`config.mk`:
```
export PLATFORM = sky130hd
export DESIGN_NAME = mem_arb
export DESIGN_NICKNAME = d
export VERILOG_FILES = /design/src/rtl/mem_arb.sv
export SDC_FILE = /design/constraint.sdc
export NUM_CORES = 1
export LEC_CHECK = 0
export ABC_AREA = 1
export BUFFER_PORTS_ARGS = -buffer_cell sky130_fd_sc_hd__buf_2
export CORE_MARGIN = 2
export CORE_UTILIZATION = 30
export DETAILED_ROUTE_END_ITERATION = 7
export PLACE_DENSITY = 0.54
export SKIP_LAST_GASP = 1
export SLEW_MARGIN = 20
export SYNTH_ARGS = -nofsm -noshare
export SYNTH_HDL_FRONTEND = slang
export SYNTH_SLANG_ARGS = --single-unit
```
`constraint.sdc`:
```
create_clock -name clk -period 4.49 [get_ports clk]
set_input_delay 0.449 -clock clk [delete_from_list [all_inputs] [get_ports clk]]
set_output_delay 0.449 -clock clk [all_outputs]
set_load 0.02 [all_outputs]
```
`src/rtl/mem_arb.sv`:
```
// mem_arb: shares one single-port synchronous RAM between the CPU and loader ports.
// Define MEM_ARB_LD_PRIO_EN to give the loader fixed priority instead of round-robin.
module mem_arb #(
  parameter int ADDR_W = 8,
  parameter int DATA_W = 16
) (
  input  logic              clk,
  input  logic              rst,
  input  logic              cpu_req,
  input  logic              cpu_we,
  input  logic [ADDR_W-1:0] cpu_addr,
  input  logic [DATA_W-1:0] cpu_wdata,
  output logic              cpu_gnt,
  output logic              cpu_rvalid,
  output logic [DATA_W-1:0] cpu_rdata,
  input  logic              ld_req,
  input  logic              ld_we,
  input  logic [ADDR_W-1:0] ld_addr,
  input  logic [DATA_W-1:0] ld_wdata,
  output logic              ld_gnt,
  output logic              ld_rvalid,
  output logic [DATA_W-1:0] ld_rdata,
  output logic              mem_en,
  output logic              mem_we,
  output logic [ADDR_W-1:0] mem_addr,
  output logic [DATA_W-1:0] mem_wdata,
  input  logic [DATA_W-1:0] mem_rdata,
  output logic              busy
);

  localparam int NP = 2;  // port index: 0 = CPU, 1 = LD

  typedef enum logic [1:0] {IDLE, ACC, CAPT} state_t;

  state_t                    state_q, state_d;
  logic                      owner_q, owner_d;
  logic                      mem_en_q, mem_en_d;
  logic                      mem_we_q, mem_we_d;
  logic [ADDR_W-1:0]         mem_addr_q, mem_addr_d;
  logic [DATA_W-1:0]         mem_wdata_q, mem_wdata_d;
  logic [NP-1:0]             gnt_q, gnt_d;
  logic [NP-1:0]             rvalid_q, rvalid_d;
  logic [NP-1:0][DATA_W-1:0] rdata_q, rdata_d;
  logic                      pick_ld;

`ifdef MEM_ARB_LD_PRIO_EN
  assign pick_ld = ld_req;
`else
  logic last_q, last_d;  // 1: loader held the most recent grant

  assign pick_ld = ld_req & (~cpu_req | ~last_q);

  always_comb begin
    last_d = last_q;
    if (state_q == IDLE && (cpu_req || ld_req)) last_d = pick_ld;
  end

  always_ff @(posedge clk or posedge rst) begin
    if (rst) last_q <= 1'b1;
    else     last_q <= last_d;
  end
`endif

  always_comb begin
    state_d     = state_q;
    owner_d     = owner_q;
    mem_en_d    = 1'b0;
    mem_we_d    = 1'b0;
    mem_addr_d  = mem_addr_q;
    mem_wdata_d = mem_wdata_q;
    gnt_d       = '0;
    rvalid_d    = '0;
    rdata_d     = rdata_q;
    unique case (state_q)
      IDLE: begin
        if (cpu_req || ld_req) begin
          owner_d        = pick_ld;
          mem_en_d       = 1'b1;
          mem_we_d       = pick_ld ? ld_we    : cpu_we;
          mem_addr_d     = pick_ld ? ld_addr  : cpu_addr;
          mem_wdata_d    = pick_ld ? ld_wdata : cpu_wdata;
          gnt_d[pick_ld] = 1'b1;
          state_d        = ACC;
        end
      end
      // mem_we_q still carries the access type while the RAM samples the strobe
      ACC:  state_d = mem_we_q ? IDLE : CAPT;
      CAPT: begin
        rdata_d[owner_q]  = mem_rdata;
        rvalid_d[owner_q] = 1'b1;
        state_d           = IDLE;
      end
      default: state_d = IDLE;
    endcase
  end

  always_ff @(posedge clk or posedge rst) begin
    if (rst) begin
      state_q     <= IDLE;
      owner_q     <= 1'b0;
      mem_en_q    <= 1'b0;
      mem_we_q    <= 1'b0;
      mem_addr_q  <= '0;
      mem_wdata_q <= '0;
      gnt_q       <= '0;
      rvalid_q    <= '0;
      rdata_q     <= '0;
    end else begin
      state_q     <= state_d;
      owner_q     <= owner_d;
      mem_en_q    <= mem_en_d;
      mem_we_q    <= mem_we_d;
      mem_addr_q  <= mem_addr_d;
      mem_wdata_q <= mem_wdata_d;
      gnt_q       <= gnt_d;
      rvalid_q    <= rvalid_d;
      rdata_q     <= rdata_d;
    end
  end

  assign cpu_gnt    = gnt_q[0];
  assign ld_gnt     = gnt_q[1];
  assign cpu_rvalid = rvalid_q[0];
  assign ld_rvalid  = rvalid_q[1];
  assign cpu_rdata  = rdata_q[0];
  assign ld_rdata   = rdata_q[1];
  assign mem_en     = mem_en_q;
  assign mem_we     = mem_we_q;
  assign mem_addr   = mem_addr_q;
  assign mem_wdata  = mem_wdata_q;
  assign busy       = (state_q != IDLE);

endmodule
```
==> summary.txt, run 1 <==
Status: finished clean
Hold crit path type: in2async
Core Footprint: 9280 um2
Slew Viols, Final: 0
R2R cell count: 5
Sequential share of power: 0.369
Int Pwr: 1.60 mW
DIE HEIGHT: 102 um
Cell variety after synth: 19
Final Skew: 0.00818 ns
R2R Path End: owner_q
RSZ-0062 raised after global routing: no
1st-pass router iterations: 4
Vias: 2506
Synth top area share: 0.563
Critical path, cell by cell: inv_1, nand2_2, buf_2
Fin crit period: 1.63 ns
Syn Nets: 403
Postcts setup bufs: 0
Post-route ant nets: 0
Reg-to-reg setup timing slack: 2.89 ns
Worst Path Buf+Inv: 2
Startpoint Class: register
Peak VDD IR: 0.000218 V
Clock Tree Buf Depth: 2
Post-synth EDFFs: 0
First-pass GRT wire length: 11400 um
Fin Setup TNS: 0 ns
Largest cells by area after synthesis: dfrtp_1, nand2_1, o21ai_0
Worst-margin pin slew: 0.657 ns
PwrDens: 733 nW/um2
Vias in the first global route: 2374
Dpl hpwl: 5100 um
CTS Buf Count: 9
Crit. path cell count: 3
Critical path class: reg2out
FP Rows: 35
Die span in x: 102 um
Main flop type after synthesis: dfrtp_1
I/O Pins: 133
Crit-path max FO: 4
Top post-synthesis cells by count: nand2_1, dfrtp_1, inv_1
Drt wl/cell: 12.1 um
Synth warnings: 0
Post-cts sizing count: 0
Sw Pwr: 1.21 mW
Sw Ratio: 0.431
Synthesized area: 2890 um2
CTS tree: yes
Worst r2r src: last_q
Share of layout cells above drive strength 1: 0.344
Max_slew headroom: 0.561
CP endpoint kind: primary output
CP max stage delay: 0.42 ns
Total number of H-tree levels: 3
Period utilisation layout: 0.363
Slowest CP cell: dfrtp_1
Final Hold Viols: 0
Endpoints failing setup: 0
Req. time, crit path: 4.04 ns
WL final: 7160 um
GRT Util Overall: 0.141
NumNets Final: 530
Logic pwr share: 0.432
Initial antenna violation count: 0
# port buffers: 132
Max Fclk: 613 MHz
Synth Register Bits: 66
Count leader, synth: nand2_1
Die footprint: 10400 um2
Clock latency on the worst-skew pair: 0.34 ns
Placed Area: 3600 um2
Antenna diodes: 0
Sequential area share after synthesis: 0.572
Root buf cell: clkbuf_8
Fill count: 990
Syn Area/Cell: 8.68 um2
Largest net degree at the start of global routing: 36
Gpl congestion: 0.733
Leak Pwr: 2.23 nW
Hold_buf cts: 0
Area leader, netlist: dfrtp_1
Initial Util: 0.311
Max cap viols: 0
Area delta synth->final: 32.8%
Data arrival, critical path: 1.18 ns
DRT iter0 DRCs: 70
Mapped Cells: 333
Clock share of power: 0.199
Via density: 4.22
GRT overflow: 0
CP delay by family, top: flip-flops
Detailed-route DRC error count: 0
Clock sinks: 66
Ys async rst share: 1.00
Post-route cell area: 3840 um2
Clock transition at path regs: 0.07 ns
[cells by family after synthesis]
logic type	share of synthesized area
AOI/OAI and AO/OA	0.0588
and+or+nand+nor	0.273
buffers and inverters	0.0965
DFF	0.572
[final cells by class]
cell class / count / area (um2) / area share
timing repair buffer: 133 / 668 / 0.174
clock buffer: 10 / 138 / 0.0358
clock inverter: 6 / 90.1 / 0.0235
sequential: 66 / 1650 / 0.430
multi-input combinational: 208 / 970 / 0.253
tap: 129 / 161 / 0.0420
inverter: 42 / 160 / 0.0417
[how the worst max path moves through the flow]
stage / start / to / slack, ns
finish: state_q[1] / busy / 2.86
detailed placement: ld_req / mem_addr[7] / 2.59
global route: last_q / mem_wdata[1] / 2.74
global placement: ld_req / mem_addr[4] / 2.61
CTS: state_q[0] / cpu_rdata[13] / 2.66
floorplan: rst / cpu_rdata[0] / 2.39
[registers in the layout, summed over array words and instances, names as in the netlist]
signal     flops
mem_we         1
rvalid_q       2
owner_q        1
mem_en         1
cpu_rdata     16
ld_rdata      16
mem_addr       8
gnt_q          2
state_q        2
last_q         1
mem_wdata     16
[per-layer routing]
| metal | vias to the layer above | GRT usage | part of all wire |
|---|---|---|---|
| met3 | 6 | 0.0581 | 0.10 |
| met1 | 1109 | 0.184 | 0.46 |
| met2 | 107 | 0.215 | 0.43 |
| li1 | 1284 | - | - |
| met4 | 0 | 0.0431 | 0.0081 |
| met5 | - | 0 | 0 |
[cell usage in the layout (no fill, tap or decap)]
master	Yosys	routed
nor2_4	1	1
nand3b_1	17	17
nand2_1	120	120
nand2_2	2	2
clkinv_2	0	1
dfrtp_1	65	65
inv_1	41	40
nand2_4	1	1
bufinv_16	0	2
nand3_1	26	24
nand3_2	0	2
clkinv_4	0	2
clkinvlp_4	0	1
buf_2	5	132
clkbuf_8	0	10
dfstp_2	1	1
nor2_1	4	4
nor3_1	1	1
inv_4	1	1
inv_2	0	1
nor2_2	1	1
buf_4	1	1
nor2_8	1	1
o21ai_0	34	34
[worst reg2reg max path, cell delays in order, from the launching register on]
cell	delay, ns
dfstp_2	0.54
nand2_2	0.29
nand2_4	0.38
nor2_1	0.10
inv_1	0.09
o21ai_0	0.08
[metrics by stage]
| step | hold WS (ns) | std cells | power (mW) | setup slack [ns] | util |
|---|---|---|---|---|---|
| 2_1_floorplan | 0.448 | 333 | 1.88 | 2.39 | - |
| 3_3_place_gp | 0.448 | 578 | 2.27 | 2.61 | 0.388 |
| 3_5_place_dp | 0.439 | 578 | 2.28 | 2.59 | 0.388 |
| 4_1_cts | 0.215 | 594 | 2.86 | 2.66 | 0.413 |
| 5_1_grt | 0.243 | 594 | 3.05 | 2.74 | 0.414 |
| 6_report | 0.197 | 594 | 2.81 | 2.86 | 0.414 |
[power by group through the flow]
| stage | logic, mW | clock network, mW | registers (mW) |
|---|---|---|---|
| after floorplan | 0.521 | 0 | 1.36 |
| after global placement | 1.22 | 0 | 1.05 |
| after detailed placement | 1.24 | 0 | 1.04 |
| after CTS | 1.24 | 0.582 | 1.04 |
| after global routing | 1.37 | 0.607 | 1.08 |
| final | 1.22 | 0.559 | 1.04 |
Note: power is estimated with default switching activity, not from simulation.
==> run 2, diff against run 1 <==
--- a/config.mk
+++ b/config.mk
@@ -10,7 +10,7 @@
 export CORE_MARGIN = 2
 export CORE_UTILIZATION = 30
 export DETAILED_ROUTE_END_ITERATION = 7
-export PLACE_DENSITY = 0.54
+export PLACE_DENSITY = 0.56
 export SKIP_LAST_GASP = 1
 export SLEW_MARGIN = 20
 export SYNTH_ARGS = -nofsm -noshare
==> constraint.sdc (replaced) <==
create_clock -name clk -period 1.5 [get_ports clk]
set_input_delay 0.15 -clock clk [delete_from_list [all_inputs] [get_ports clk]]
set_output_delay 0.15 -clock clk [all_outputs]
set_load 0.02 [all_outputs]
==> summary.txt, run 2 (synthesis gave the netlist of run 1 again) <==
Status: finished clean
Slew Viols, Final: 0
CP max stage delay: 0.39 ns
Sw Pwr: 3.60 mW
FP Rows: 35
Root buf cell: clkbuf_8
GRT overflow: 0
Req. time, crit path: 1.35 ns
Data arrival, critical path: 1.13 ns
Int Pwr: 4.52 mW
Clock latency on the worst-skew pair: 0.33 ns
CP endpoint kind: primary output
# port buffers: 132
Sw Ratio: 0.444
Share of layout cells above drive strength 1: 0.345
1st-pass router iterations: 6
Slowest CP cell: dfrtp_1
Post-route ant nets: 0
Post-route cell area: 3860 um2
Peak VDD IR: 0.000895 V
Area of the multi-input gates: 960 um2
CTS Buf Count: 9
Clock share of power: 0.151
Vias: 2528
Vias in the first global route: 2375
Largest net degree at the start of global routing: 67
Fill count: 979
Logic pwr share: 0.468
FF/Latch Area: 1650 um2
Die footprint: 10400 um2
PwrDens: 2100 nW/um2
Endpoints failing setup: 0
Clock transition at path regs: 0.07 ns
First-pass GRT wire length: 11200 um
CTS tree: yes
Gpl congestion: 0.723
Die span in x: 102 um
Initial Util: 0.311
Period utilisation layout: 0.851
Antenna diodes: 0
Placed Area: 3690 um2
WL final: 7090 um
Dpl hpwl: 5020 um
Max_slew headroom: 0.769
Max Fclk: 783 MHz
Most common cell after layout, fill and taps aside: buf_2
NumNets Final: 536
Sequential share of power: 0.381
WHS: 0.0616 ns
Crit-path max FO: 4
I/O Pins: 133
Via density: 4.22
RSZ-0062 raised after global routing: no
Area delta synth->final: 33.6%
Commonest cells after routing, fill and taps aside: buf_2, nand2_1, dfrtp_1, inv_1, o21ai_0
Clock sinks: 66
Final Hold Viols: 0
DIE HEIGHT: 102 um
Clock Tree Buf Depth: 2
Total number of H-tree levels: 3
DRT iter0 DRCs: 98
Critical path class: reg2out
Final Skew: 0.00714 ns
Initial antenna violation count: 0
Worst-margin pin slew: 0.346 ns
Critical path, cell by cell: inv_1, nand2_2, buf_2
Core Footprint: 9280 um2
Drt wl/cell: 11.8 um
Max cap viols: 0
Fin Setup TNS: 0 ns
Post-cts sizing count: 0
Tot Pwr: 8.12 mW
Fin crit period: 1.28 ns
Detailed-route DRC error count: 0
GRT Util Overall: 0.140
Leak Pwr: 2.24 nW
Startpoint Class: register
Hold crit path type: in2reg
==> run 2: repair_timing <==
action / CTS / global route
endpoints found under the hold margin: 65 / 0
setup buffers: 0 / 0
hold buffers: 1 / 0
==> run 2: per-layer routing <==
| layer | up-vias | GRT usage | wire length, um |
|---|---|---|---|
| met3 | 10 | 0.0547 | 722 |
| met2 | 110 | 0.204 | 2920 |
| met5 | - | 0 | 0 |
| li1 | 1294 | - | - |
| met1 | 1114 | 0.186 | 3350 |
| met4 | 0 | 0.0595 | 88 |
==> run 2: area by class of cell <==
class	instances	share of cell area
multi-input cells	208	0.248
well taps	129	0.0418
flip-flops and latches	66	0.428
clock inverters	6	0.00907
inverters	42	0.0424
clock buffers	9	0.0321
repair buffers	139	0.198
==> run 2: per-stage QoR <==
| stage | worst slack [ns] | cells | utilization |
|---|---|---|---|
| after floorplan | 0.302 | 333 | - |
| after global placement | 0.302 | 583 | 0.398 |
| after detailed placement | 0.257 | 583 | 0.398 |
| after CTS | 0.192 | 599 | 0.416 |
| after global routing | 0.159 | 599 | 0.416 |
| final | 0.223 | 599 | 0.416 |
==> run 2: final timing paths <==
| check | slack [ns] | startpoint | end | cells past startpoint |
|---|---|---|---|---|
| worst max-delay path | 0.22 | state_q[1] | busy | 3 |
| worst min-delay path | 0.06 | cpu_we | mem_we | 3 |
| worst max register to register | 0.28 | last_q | owner_q | 5 |
| worst min register to register | 0.46 | mem_we | state_q[1] | 1 |
| max in group asynchronous | 0.73 | rst | last_q | 4 |
| min in group asynchronous | 0.46 | rst | gnt_q[0] | 4 |
==> run 2: worst max-delay path: cells and delay by family (launching register included) <==
kind,cells,cell delay [ns]
buffers and inverters,2,0.26
DFF,1,0.39
and+or+nand+nor,1,0.14
==> run 2: power groups by stage <==
stage	combinational (mW)	sequential, mW	clock (mW)
5_1_grt	4.24	3.21	1.37
6_report	3.80	3.09	1.23
3_3_place_gp	3.79	3.13	0
3_5_place_dp	3.86	3.11	0
4_1_cts	3.86	3.10	1.29
2_1_floorplan	1.56	4.08	0
==> run 3, diff against run 2 <==
--- a/config.mk
+++ b/config.mk
@@ -8,9 +8,11 @@
 export ABC_AREA = 1
 export BUFFER_PORTS_ARGS = -buffer_cell sky130_fd_sc_hd__buf_2
 export CORE_MARGIN = 2
-export CORE_UTILIZATION = 30
+export CORE_UTILIZATION = 40
 export DETAILED_ROUTE_END_ITERATION = 7
-export PLACE_DENSITY = 0.56
+export GPL_ROUTABILITY_DRIVEN = 0
+export GPL_TIMING_DRIVEN = 0
+export PLACE_DENSITY = 0.72
 export SKIP_LAST_GASP = 1
 export SLEW_MARGIN = 20
 export SYNTH_ARGS = -nofsm -noshare
==> summary.txt, run 3 (synthesis gave the netlist of run 1 again) <==
Critical path, cell by cell: inv_1, nand3_1, clkbuf_1, nand2_1, o21ai_0
Vias in the first global route: 2549
Leak Pwr: 2.30 nW
Commonest cells after routing, fill and taps aside: buf_2, nand2_1, dfrtp_1, inv_1, o21ai_0
Peak VDD IR: 0.000820 V
Largest net degree at the start of global routing: 35
Fill count: 665
Initial Util: 0.419
Min-delay src: cpu_we
Vias: 2617
Clock latency on the worst-skew pair: 0.33 ns
Drt wl/cell: 11.9 um
Slew Viols, Final: 0
1st-pass router iterations: 4
Root buf cell: clkbuf_8
CTS tree: yes
WL final: 6880 um
Fin Setup TNS: 0 ns
FP Rows: 30
Detailed-route DRC error count: 0
Antenna diodes: 0
Clock transition at path regs: 0.07 ns
FF/Latch Area: 1650 um2
Final Skew: 0.00557 ns
CTS Buf Count: 9
DIE HEIGHT: 89.0 um
I/O Pins: 133
Area delta synth->final: 36.4%
Status: finished clean
Die span in x: 89.0 um
Max cap viols: 0
Dpl hpwl: 5200 um
PwrDens: 2170 nW/um2
Max Fclk: 746 MHz
Worst-margin pin slew: 0.451 ns
Core Util, Final: 0.571
Startpoint Class: register
Worst Setup SP: state_q[0]
Total number of H-tree levels: 3
CP endpoint kind: register
Share of layout cells above drive strength 1: 0.351
Most common cell after layout, fill and taps aside: buf_2
GRT Util Overall: 0.183
Max_slew headroom: 0.699
Post-cts sizing count: 0
Tot Pwr: 8.57 mW
Core Footprint: 6910 um2
Data arrival, critical path: 1.54 ns
Via density: 4.53
WHS: 0.0556 ns
Postcts setup bufs: 0
Crit-path max FO: 10
Clock Tree Buf Depth: 2
Period utilisation layout: 0.893
CP max stage delay: 0.36 ns
Slowest CP cell: dfrtp_1
Fin crit period: 1.34 ns
First-pass GRT wire length: 11200 um
Final Hold Viols: 0
Critical path class: reg2reg
NumNets Final: 548
Post-route ant nets: 0
Initial antenna violation count: 0
Hold crit path type: in2reg
DRT iter0 DRCs: 50
Area of the multi-input gates: 960 um2
GRT overflow: 0
Endpoints failing setup: 0
# port buffers: 131
Worst setup margin: 0.160 ns
Clock sinks: 66
RSZ-0062 raised after global routing: no
Worst r2r src: state_q[0]
Post-place setup slack: 0.149 ns
Req. time, crit path: 1.70 ns
Die footprint: 7920 um2
==> run 3: changes by cell type in the layout (fill, tap and decap cells not counted) <==
cell,change
buf_4,-1
buf_2,+4
clkbuf_8,+5
buf_12,-2
buf_6,+6
clkinvlp_4,-2
clkbuf_1,+5
bufinv_16,+1
clkinv_2,-4
==> run 3: worst paths after layout <==
kind | cells after the start | slack, ns | to
max | 5 | 0.16 | ld_rdata[11]
min | 3 | 0.06 | mem_we
max reg2reg | 5 | 0.16 | ld_rdata[11]
min reg2reg | 1 | 0.45 | state_q[1]
max in group asynchronous | 5 | 0.69 | ld_rdata[4]
min in group asynchronous | 4 | 0.39 | mem_we
==> run 3: per-layer routing <==
layer,track usage,part of all wire
met3,0.0508,0.092
met5,0,0
met1,0.221,0.42
met2,0.316,0.47
met4,0.0651,0.015
==> run 3: area by class of cell <==
| class | count | area share |
|---|---|---|
| clock buffer | 14 | 0.0489 |
| multi-input combinational | 208 | 0.243 |
| sequential | 66 | 0.419 |
| clock inverter | 1 | 0.00761 |
| tap | 96 | 0.0305 |
| inverter | 42 | 0.0416 |
| timing repair buffer | 134 | 0.179 |
| buffer | 17 | 0.0301 |
==> run 3: critical path: cells and delay by family (launching register included) <==
kind	cells	cell delay (ns)
AOI/OAI and AO/OA	1	0.09
buffers and inverters	2	0.42
DFF	1	0.36
and+or+nand+nor	2	0.34
==> run 3: timing repair <==
action / CTS / global route
setup endpoints to repair: 0 / 0
hold buffers: 1 / 0
hold endpoints to repair: 31 / 0
==> run 3: metrics by stage <==
| stage | area, um2 | instances |
|---|---|---|
| after floorplan | 2900 | 333 |
| after global placement | 3670 | 560 |
| after detailed placement | 3710 | 562 |
| after CTS | 3940 | 578 |
| after global routing | 3940 | 578 |
| final | 3940 | 578 |
==> run 3: power by group <==
| group | internal, mW | switching, mW |
|---|---|---|
| logic | 1.33 | 2.55 |
| clock network | 0.986 | 0.619 |
| registers | 2.65 | 0.432 |
